### src/rtl/fpga_prog_ctrl.sv
// Configuration-chain sequencer: streams bitstream words LSB-first into the fabric
// chain, generating prog_clk/prog_en, with optional read-back compare on prog_out.
module fpga_prog_ctrl #(
    parameter int CHAIN_LEN = 1480,
    parameter int WORD_W    = 32,
    parameter int CLK_DIV   = 1,
    parameter int IDX_W     = $clog2(CHAIN_LEN)
) (
    input  logic              clk,
    input  logic              reset,
    input  logic              start,
    input  logic              abort,
    input  logic              verify_en,
    input  logic [WORD_W-1:0] word_data,
    input  logic [WORD_W-1:0] word_exp,
    input  logic              word_valid,
    output logic              word_ready,
    output logic              prog_in,
    output logic              prog_clk,
    output logic              prog_en,
    input  logic              prog_out,
    output logic              busy,
    output logic              done,
    output logic              aborted,
    output logic              error,
    output logic [IDX_W-1:0]  err_idx
);

    localparam logic [2:0] ST_IDLE   = 3'd0;
    localparam logic [2:0] ST_WAIT   = 3'd1;
    localparam logic [2:0] ST_SETUP  = 3'd2;
    localparam logic [2:0] ST_HIGH   = 3'd3;
    localparam logic [2:0] ST_FINISH = 3'd4;

    localparam int WB_W  = (WORD_W > 1) ? $clog2(WORD_W) : 1;
    localparam int DIV_W = (CLK_DIV > 1) ? $clog2(CLK_DIV) : 1;

    localparam logic [IDX_W-1:0] LAST_BIT  = IDX_W'(CHAIN_LEN - 1);
    localparam logic [WB_W-1:0]  LAST_WBIT = WB_W'(WORD_W - 1);
    localparam logic [DIV_W-1:0] LAST_DIV  = DIV_W'(CLK_DIV - 1);

    logic [2:0]        state_q, state_d;
    logic [IDX_W-1:0]  bit_idx_q, bit_idx_d;
    logic [WB_W-1:0]   wbit_q, wbit_d;
    logic [DIV_W-1:0]  div_q, div_d;
    logic [WORD_W-1:0] shreg_q, shreg_d;
    logic [WORD_W-1:0] expreg_q, expreg_d;
    logic              verify_q, verify_d;
    logic              error_q, error_d;
    logic [IDX_W-1:0]  err_idx_q, err_idx_d;
    logic              prog_in_q, prog_in_d;
    logic              prog_clk_q, prog_clk_d;
    logic              prog_en_q, prog_en_d;
    logic              busy_q, busy_d;
    logic              done_q, done_d;
    logic              aborted_q, aborted_d;

    always_comb begin
        state_d    = state_q;
        bit_idx_d  = bit_idx_q;
        wbit_d     = wbit_q;
        div_d      = div_q;
        shreg_d    = shreg_q;
        expreg_d   = expreg_q;
        verify_d   = verify_q;
        error_d    = error_q;
        err_idx_d  = err_idx_q;
        prog_in_d  = prog_in_q;
        prog_clk_d = prog_clk_q;
        prog_en_d  = prog_en_q;
        done_d     = 1'b0;
        aborted_d  = 1'b0;

        if (state_q != ST_IDLE && abort) begin
            state_d    = ST_IDLE;
            aborted_d  = 1'b1;
            prog_en_d  = 1'b0;
            prog_clk_d = 1'b0;
            prog_in_d  = 1'b0;
        end else begin
            case (state_q)
                ST_IDLE: begin
                    if (start && !abort) begin
                        state_d    = ST_WAIT;
                        verify_d   = verify_en;
                        error_d    = 1'b0;
                        err_idx_d  = '0;
                        bit_idx_d  = '0;
                        prog_en_d  = 1'b1;
                        prog_clk_d = 1'b0;
                    end
                end
                ST_WAIT: begin
                    if (word_valid) begin
                        shreg_d   = word_data;
                        expreg_d  = word_exp;
                        wbit_d    = '0;
                        div_d     = '0;
                        prog_in_d = word_data[0];
                        state_d   = ST_SETUP;
                    end
                end
                ST_SETUP: begin
                    // prog_out still holds the pre-shift tail during the first setup cycle
                    if (div_q == '0 && verify_q && !error_q && (prog_out != expreg_q[0])) begin
                        error_d   = 1'b1;
                        err_idx_d = bit_idx_q;
                    end
                    if (div_q == LAST_DIV) begin
                        div_d      = '0;
                        prog_clk_d = 1'b1;
                        state_d    = ST_HIGH;
                    end else begin
                        div_d = div_q + DIV_W'(1);
                    end
                end
                ST_HIGH: begin
                    if (div_q == LAST_DIV) begin
                        div_d      = '0;
                        prog_clk_d = 1'b0;
                        if (bit_idx_q == LAST_BIT) begin
                            state_d = ST_FINISH;
                        end else begin
                            bit_idx_d = bit_idx_q + IDX_W'(1);
                            if (wbit_q == LAST_WBIT) begin
                                state_d = ST_WAIT;
                            end else begin
                                shreg_d   = shreg_q >> 1;
                                expreg_d  = expreg_q >> 1;
                                wbit_d    = wbit_q + WB_W'(1);
                                prog_in_d = shreg_d[0];
                                state_d   = ST_SETUP;
                            end
                        end
                    end else begin
                        div_d = div_q + DIV_W'(1);
                    end
                end
                ST_FINISH: begin
                    state_d    = ST_IDLE;
                    done_d     = 1'b1;
                    prog_en_d  = 1'b0;
                    prog_clk_d = 1'b0;
                    prog_in_d  = 1'b0;
                end
                default: state_d = ST_IDLE;
            endcase
        end

        busy_d = (state_d != ST_IDLE);
    end

    always_ff @(posedge clk) begin
        if (!reset) begin
            state_q    <= ST_IDLE;
            bit_idx_q  <= '0;
            wbit_q     <= '0;
            div_q      <= '0;
            shreg_q    <= '0;
            expreg_q   <= '0;
            verify_q   <= 1'b0;
            error_q    <= 1'b0;
            err_idx_q  <= '0;
            prog_in_q  <= 1'b0;
            prog_clk_q <= 1'b0;
            prog_en_q  <= 1'b0;
            busy_q     <= 1'b0;
            done_q     <= 1'b0;
            aborted_q  <= 1'b0;
        end else begin
            state_q    <= state_d;
            bit_idx_q  <= bit_idx_d;
            wbit_q     <= wbit_d;
            div_q      <= div_d;
            shreg_q    <= shreg_d;
            expreg_q   <= expreg_d;
            verify_q   <= verify_d;
            error_q    <= error_d;
            err_idx_q  <= err_idx_d;
            prog_in_q  <= prog_in_d;
            prog_clk_q <= prog_clk_d;
            prog_en_q  <= prog_en_d;
            busy_q     <= busy_d;
            done_q     <= done_d;
            aborted_q  <= aborted_d;
        end
    end

    assign word_ready = (state_q == ST_WAIT);
    assign prog_in    = prog_in_q;
    assign prog_clk   = prog_clk_q;
    assign prog_en    = prog_en_q;
    assign busy       = busy_q;
    assign done       = done_q;
    assign aborted    = aborted_q;
    assign error      = error_q;
    assign err_idx    = err_idx_q;

endmodule

### config.mk
export PLATFORM = sky130hd
export DESIGN_NAME = fpga_prog_ctrl
export DESIGN_NICKNAME = d
export VERILOG_FILES = /design/src/rtl/fpga_prog_ctrl.sv
export SDC_FILE = /design/constraint.sdc
export NUM_CORES = 1
export LEC_CHECK = 0
export CORE_ASPECT_RATIO = 2
export CORE_UTILIZATION = 55
export DETAILED_ROUTE_END_ITERATION = 10
export DONT_BUFFER_PORTS = 1
export PLACE_DENSITY = 0.7
export SLEW_MARGIN = 5
export SYNTH_ARGS = -nofsm -noshare
export SYNTH_HDL_FRONTEND = slang
export SYNTH_SLANG_ARGS = --single-unit
### constraint.sdc
create_clock -name clk -period 6.3 [get_ports clk]
set_input_delay 1.26 -clock clk [delete_from_list [all_inputs] [get_ports clk]]
set_output_delay 1.26 -clock clk [all_outputs]
set_load 0.05 [all_outputs]
==> results.txt, run 1 <==
Share of cells above drive strength 1: 4.436%
Clk Latency, worst-skew pair: 0.34 ns
Achievable frequency: 335.5 MHz
Asr flop ratio synth: 0%
FF-to-FF Start: state_q[2]
Most common cell after layout, fill and taps aside: nand2_1
H-tree Lvls: 3
Die H: 131.8 um
Port Buf Inserts: 0
Number of antenna violations at the first check in global routing: 0
Placed wire-length estimate: 6301 um
Max clock buf depth: 2
Commonest non-fill, non-tap cells in the layout: nand2_1, dfxtp_1, nand3_1
CTS root buf: clkbuf_16
Setup CP Type: reg -> reg
Final worst-path cycle share: 47.31%
Vias/cell: 5.991
GRT Overall Usage: 23.28%
Outcome: finished, final reports clean
Vias post-DR: 3828
Netlist cell types: 42
Min Tclk post-route: 2.981 ns
Pwr Density: 271.9 nW/um^2
DR iter-0 viols: 163
Post-CTS sizing: 0
Wire per inst: 15.23 um
Gpl congestion: 0.8119
Cts hold-fix bufs: 0
Non-filler cells, final: 639
Final setup viols: 0
Post-Synthesis Net Count: 644
Worst setup SP type: flop
CP max FO: 129
Maximum capacitance violations: 0
Min-delay worst type: reg -> reg
Synth warn: 0
Vias in the first global route: 3559
Setup TNS: 0 ns
Grt ovf: 0
Post-Syn Area: 4634 sq um
Total Wirelength: 9733 um
Final nets: 612
First-pass GRT wire length: 15860 um
Crit path DAT: 3.21 ns
DRT antenna net count: 0
CTS Sinks: 101
Reg2Reg Capture Point: shreg_q[1]
Hold Fails Final Rpt: 0
Maximum VDD drop: 0.0002030 V
Setup crit end: shreg_q[1]
Post-CTS setup buffer count: 0
Worst Max-Slew Pin Slew: 1.194 ns
Max_slew headroom: 20.26%
Max-slew violation count: 0
R2r setup slk: 3.32 ns
CP required: 6.53 ns
DP Cell Count: 624
Cells after Synth: 569
DR DRC count: 0
Dominant synthesized flop cell: dfxtp_1
Endpoint class of the critical path: flop
Die outline width: 66.91 um
Sequential share of the synthesized area: 43.63%
Largest net degree at the start of global routing: 130
I/O pin count: 90
Area delta synth->final: 5.670%
Reg2Reg Depth: 7
Number of synthesized flops with an enable pin: 0
Std cell rows: 47
Critical path origin: state_q[2]
# diodes: 0
Die footprint: 8820 sq um
Pleak: 2.501 nW
RSZ-0062 raised after global routing: false
#FFs+latches synth: 101
TritonRoute pass-1 iters: 5
Cts bufs inserted: 9
TritonCTS clock tree: built
Initial core utilization: 56.29%
Core box area: 8233 sq um
Clk pin slew, worst setup/hold paths: 0.07 ns
Avg Inst Size Synth: 8.145 sq um
Fin Clk Skew: 0.007799 ns
-- worst max-delay path, stage by stage (launching register included) --
cell	delay [ns]
dfxtp_1	0.52
nand3b_1	0.16
buf_4	0.53
nor4_4	0.15
nor3_2	0.13
buf_4	0.85
nand3_1	0.21
o211a_1	0.20
-- power breakdown --
| part | leakage [nW] | internal, mW | switching [mW] |
|---|---|---|---|
| clock network | 0.158 | 0.354 | 0.230 |
| registers | 0.817 | 0.657 | 0.0201 |
| logic | 1.53 | 0.0291 | 0.0412 |
| total | 2.50 | 1.04 | 0.291 |
-- kinds of logic (layout without fill, tap and decap cells) --
logic type      after synthesis  after routing  share of synthesized area [%]
flops                       101            101                          43.63
mux                           2              2                         0.4320
buf+inv                      53             25                          5.022
fa+ha+maj                     4              4                          1.080
xor+xnor                      8              8                          1.512
compound gates              108            108                          19.28
simple gates                293            293                          29.05
-- synthesized netlist by cell type (6+ instances only) --
cell        n  area, sq um
a21oi_1     8        40.04
nand3_1    83        415.4
o211a_1    61        610.6
nor2_1     21        78.83
nand2_1   147        551.8
clkbuf_1   26        97.59
a21boi_0    6        45.04
buf_2      18        90.09
inv_1       6        22.52
nor2b_1     6        37.54
xnor2_1     7        61.31
o21ai_0    20        100.1
dfxtp_1   101         2022
-- registers in the layout, indices dropped and copies added, names as in the netlist --
name and flops:
verify_q 1, bit_idx_q 11, prog_en 1, done 1, wbit_q 5, prog_in 1, err_idx 11, busy 1
error 1, shreg_q 31, expreg_q 32, aborted 1, state_q 3, prog_clk 1
-- layer usage --
layer	global-route usage [%]	wire (um)	vias to the layer above
met2	39.39	5111	97
li1	-	-	1915
met5	0	0	-
met4	13.00	289	0
met1	25.81	3875	1799
met3	5.190	458	17
-- worst min-delay path by stage --
| stage | from | endpoint | slack (ns) | depth (start not counted) |
|---|---|---|---|---|
| after floorplan | expreg_q[31] | expreg_q[31] | 0.44 | 2 |
| after global placement | expreg_q[31] | expreg_q[31] | 0.46 | 2 |
| after detailed placement | shreg_q[31] | shreg_q[31] | 0.46 | 2 |
| after CTS | shreg_q[31] | shreg_q[31] | 0.48 | 2 |
| after global routing | expreg_q[9] | expreg_q[9] | 0.51 | 1 |
| final | wbit_q[3] | wbit_q[3] | 0.48 | 2 |
-- stage by stage --
| step | total power [mW] | hold slack (ns) | area (sq um) | setup WS (ns) | utilization, % |
|---|---|---|---|---|---|
| after floorplan | 0.7573 | 0.4412 | 4634 | 3.683 | - |
| after global placement | 0.7603 | 0.4564 | 4583 | 3.220 | 55.67 |
| after detailed placement | 0.7628 | 0.4613 | 4583 | 3.153 | 55.67 |
| after CTS | 1.345 | 0.4763 | 4897 | 3.325 | 59.48 |
| after global routing | 1.373 | 0.5096 | 4897 | 2.999 | 59.48 |
| final | 1.332 | 0.4782 | 4897 | 3.319 | 59.48 |
-- final cells by class --
cell class	instances	area [sq um]
tap	98	122.6
inverter	6	22.52
clock inverter	5	75.07
fill	765	3336
clock buffer	10	239.0
sequential	101	2022
timing repair buffer	4	30.03
multi-input combinational	415	2386
(Power assumes the default switching activity.)
==> inputs of run 2 (changes only) <==
- PLACE_DENSITY: 0.7 -> 0.73
- clock period: 6.3 -> 2.65 ns (I/O delays scaled with it)
==> results.txt, run 2 (same netlist as run 1, synthesis figures left out) <==
Outcome: finished, final reports clean (unchanged)
Sw Ratio: 22.29% (was 21.85%)
Die outline width: 66.91 um (unchanged)
Min Tclk post-route: 2.395 ns (was 2.981 ns)
Clk pwr share: 44.5% (was 43.9%)
CTS root buf: clkbuf_16 (unchanged)
Port Buf Inserts: 0 (unchanged)
DRT antenna net count: 0 (unchanged)
Area delta synth->final: 6.911% (was 5.670%)
Min-delay worst type: in -> reg (was reg -> reg)
Int Pwr: 2.493 mW (was 1.041 mW)
Share of cells above drive strength 1: 4.963% (was 4.436%)
Gpl congestion: 0.8523 (was 0.8119)
CP required: 2.88 ns (was 6.53 ns)
GRT Overall Usage: 23.04% (was 23.28%)
# diodes: 0 (unchanged)
CP max stage cell: buf_12 (was buf_4)
Pre-CTS WS: 0.2726 ns (was 3.153 ns)
Fin Clk Skew: 0.006251 ns (was 0.007799 ns)
Setup TNS: 0 ns (unchanged)
Worst stage delay on the critical path: 0.42 ns (was 0.85 ns)
Std cell rows: 47 (unchanged)
Biggest regs: expreg_q: 32 flops, shreg_q: 31 flops (unchanged)
H-tree Lvls: 3 (unchanged)
Total Wirelength: 9655 um (was 9733 um)
Post-CTS setup buffer count: 0 (unchanged)
Critical path's most frequent cell: ha_1 (was buf_4)
Flop pwr share: 50.2% (was 50.9%)
Vias in the first global route: 3645 (was 3559)
Most common cell after layout, fill and taps aside: nand2_1 (unchanged)
Grt ovf: 0 (unchanged)
Initial core utilization: 56.29% (unchanged)
Vias/cell: 5.947 (was 5.991)
Die footprint: 8820 sq um (unchanged)
Final nets: 614 (was 612)
Final worst slack: 0.2554 ns (was 3.319 ns)
Final setup viols: 0 (unchanged)
CP Cell Sequence: ha_1 -> and3_1 -> ha_1 -> nor2b_1 -> o211ai_1 -> nor3_2 -> buf_12 -> nand3_1 -> o211a_1 (was nand3b_1 -> buf_4 -> nor4_4 -> nor3_2 -> buf_4 -> nand3_1 -> o211a_1)
RSZ-0062 raised after global routing: false (unchanged)
Largest register FFs: 32 (unchanged)
Pleak: 2.515 nW (was 2.501 nW)
Final worst-path cycle share: 90.36% (was 47.31%)
Worst hold slack: 0.3201 ns (was 0.4782 ns)
Vias post-DR: 3818 (was 3828)
Crit path DAT: 2.63 ns (was 3.21 ns)
DR DRC count: 0 (unchanged)
DP Cell Count: 626 (was 624)
Post-DP Area: 4623 sq um (was 4583 sq um)
Largest net degree at the start of global routing: 130 (unchanged)
Crit path max-delay family: simple AND/OR/NAND/NOR gates (was buffers and inverters)
Final Cell Area: 4955 sq um (was 4897 sq um)
Setup CP Type: reg -> reg (unchanged)
Hold Fails Final Rpt: 0 (unchanged)
Wire per inst: 15.04 um (was 15.23 um)
CP max FO: 129 (unchanged)
First-pass GRT wire length: 15930 um (was 15860 um)
TritonRoute pass-1 iters: 4 (was 5)
Max_slew headroom: 53.02% (was 20.26%)
Placed wire-length estimate: 6452 um (was 6301 um)
Worst setup SP type: flop (unchanged)
Net Sw Power: 0.7152 mW (was 0.2910 mW)
Clk Latency, worst-skew pair: 0.34 ns (about the same)
Biggest register: expreg_q (unchanged)
CTS Sinks: 101 (unchanged)
Cts bufs inserted: 9 (unchanged)
Worst Max-Slew Pin Slew: 0.7026 ns (was 1.194 ns)
Endpoint class of the critical path: flop (unchanged)
PnR Total Power: 3.208 mW (was 1.332 mW)
I/O pin count: 90 (unchanged)
Number of fill cells in the layout: 746 (was 765)
Commonest non-fill, non-tap cells in the layout: nand2_1, dfxtp_1, nand3_1 (unchanged)
Non-filler cells, final: 642 (was 639)
Register area: 2022 sq um (unchanged)
Max clock buf depth: 2 (unchanged)
Max-slew violation count: 0 (unchanged)
WP buf/inv: 1 (was 2)
Combinational Power Share: 5.3% (about the same)
Pwr Density: 647.5 nW/um^2 (was 271.9 nW/um^2)
Maximum VDD drop: 0.0004157 V (was 0.0002030 V)
Core box area: 8233 sq um (unchanged)
DR iter-0 viols: 254 (was 163)
Achievable frequency: 417.6 MHz (was 335.5 MHz)
Number of antenna violations at the first check in global routing: 0 (unchanged)
Post-layout util: 60.18% (was 59.48%)
Cts hold-fix bufs: 0 (unchanged)
TritonCTS clock tree: built (unchanged)
Area occupied by multi-input gates: 2386 sq um (unchanged)
Maximum capacitance violations: 0 (unchanged)
Post-CTS sizing: 0 (unchanged)
Die H: 131.8 um (unchanged)
Clk pin slew, worst setup/hold paths: 0.07 ns (about the same)
[run 2: changes by cell type in the layout (fill, tap and decap cells not counted), sizes merged]
cell,previous run,this run
buf,4,6
clkinv,3,0
clkinvlp,0,2
inv,6,8
[run 2: layout make-up]
class / instances / area share (%)
Timing Repair Buffer: 6 / 1.414
Inverter: 6 / 0.4545
Clock inverter: 6 / 1.869
Multi-Input combinational cell: 415 / 48.16
Clock buffer: 10 / 4.823
Tap cell: 98 / 2.475
Sequential cell: 101 / 40.81
[run 2: power by group through the flow]
stage	clock network [mW]	logic [mW]	registers, mW
after global placement	0	0.166	1.64
after global routing	1.51	0.192	1.62
after floorplan	0	0.167	1.63
after CTS	1.46	0.171	1.61
after detailed placement	0	0.171	1.65
final	1.43	0.170	1.61
[run 2: final timing paths]
path | from | to | slack (ns) | cells after the start
max reg2reg | wbit_q[0] | expreg_q[3] | 0.26 | 9
min | reset | expreg_q[0] | 0.32 | 1
min reg2reg | wbit_q[3] | wbit_q[3] | 0.49 | 2
max | wbit_q[0] | expreg_q[3] | 0.26 | 9
[run 2: metal layers]
| metal | global-route usage (%) | vias up | routed length, um |
|---|---|---|---|
| li1 | - | 1912 | - |
| met1 | 25.00 | 1781 | 3781 |
| met2 | 39.62 | 93 | 5037 |
| met3 | 4.758 | 32 | 412 |
| met4 | 13.24 | 0 | 424 |
| met5 | 0 | - | 0 |
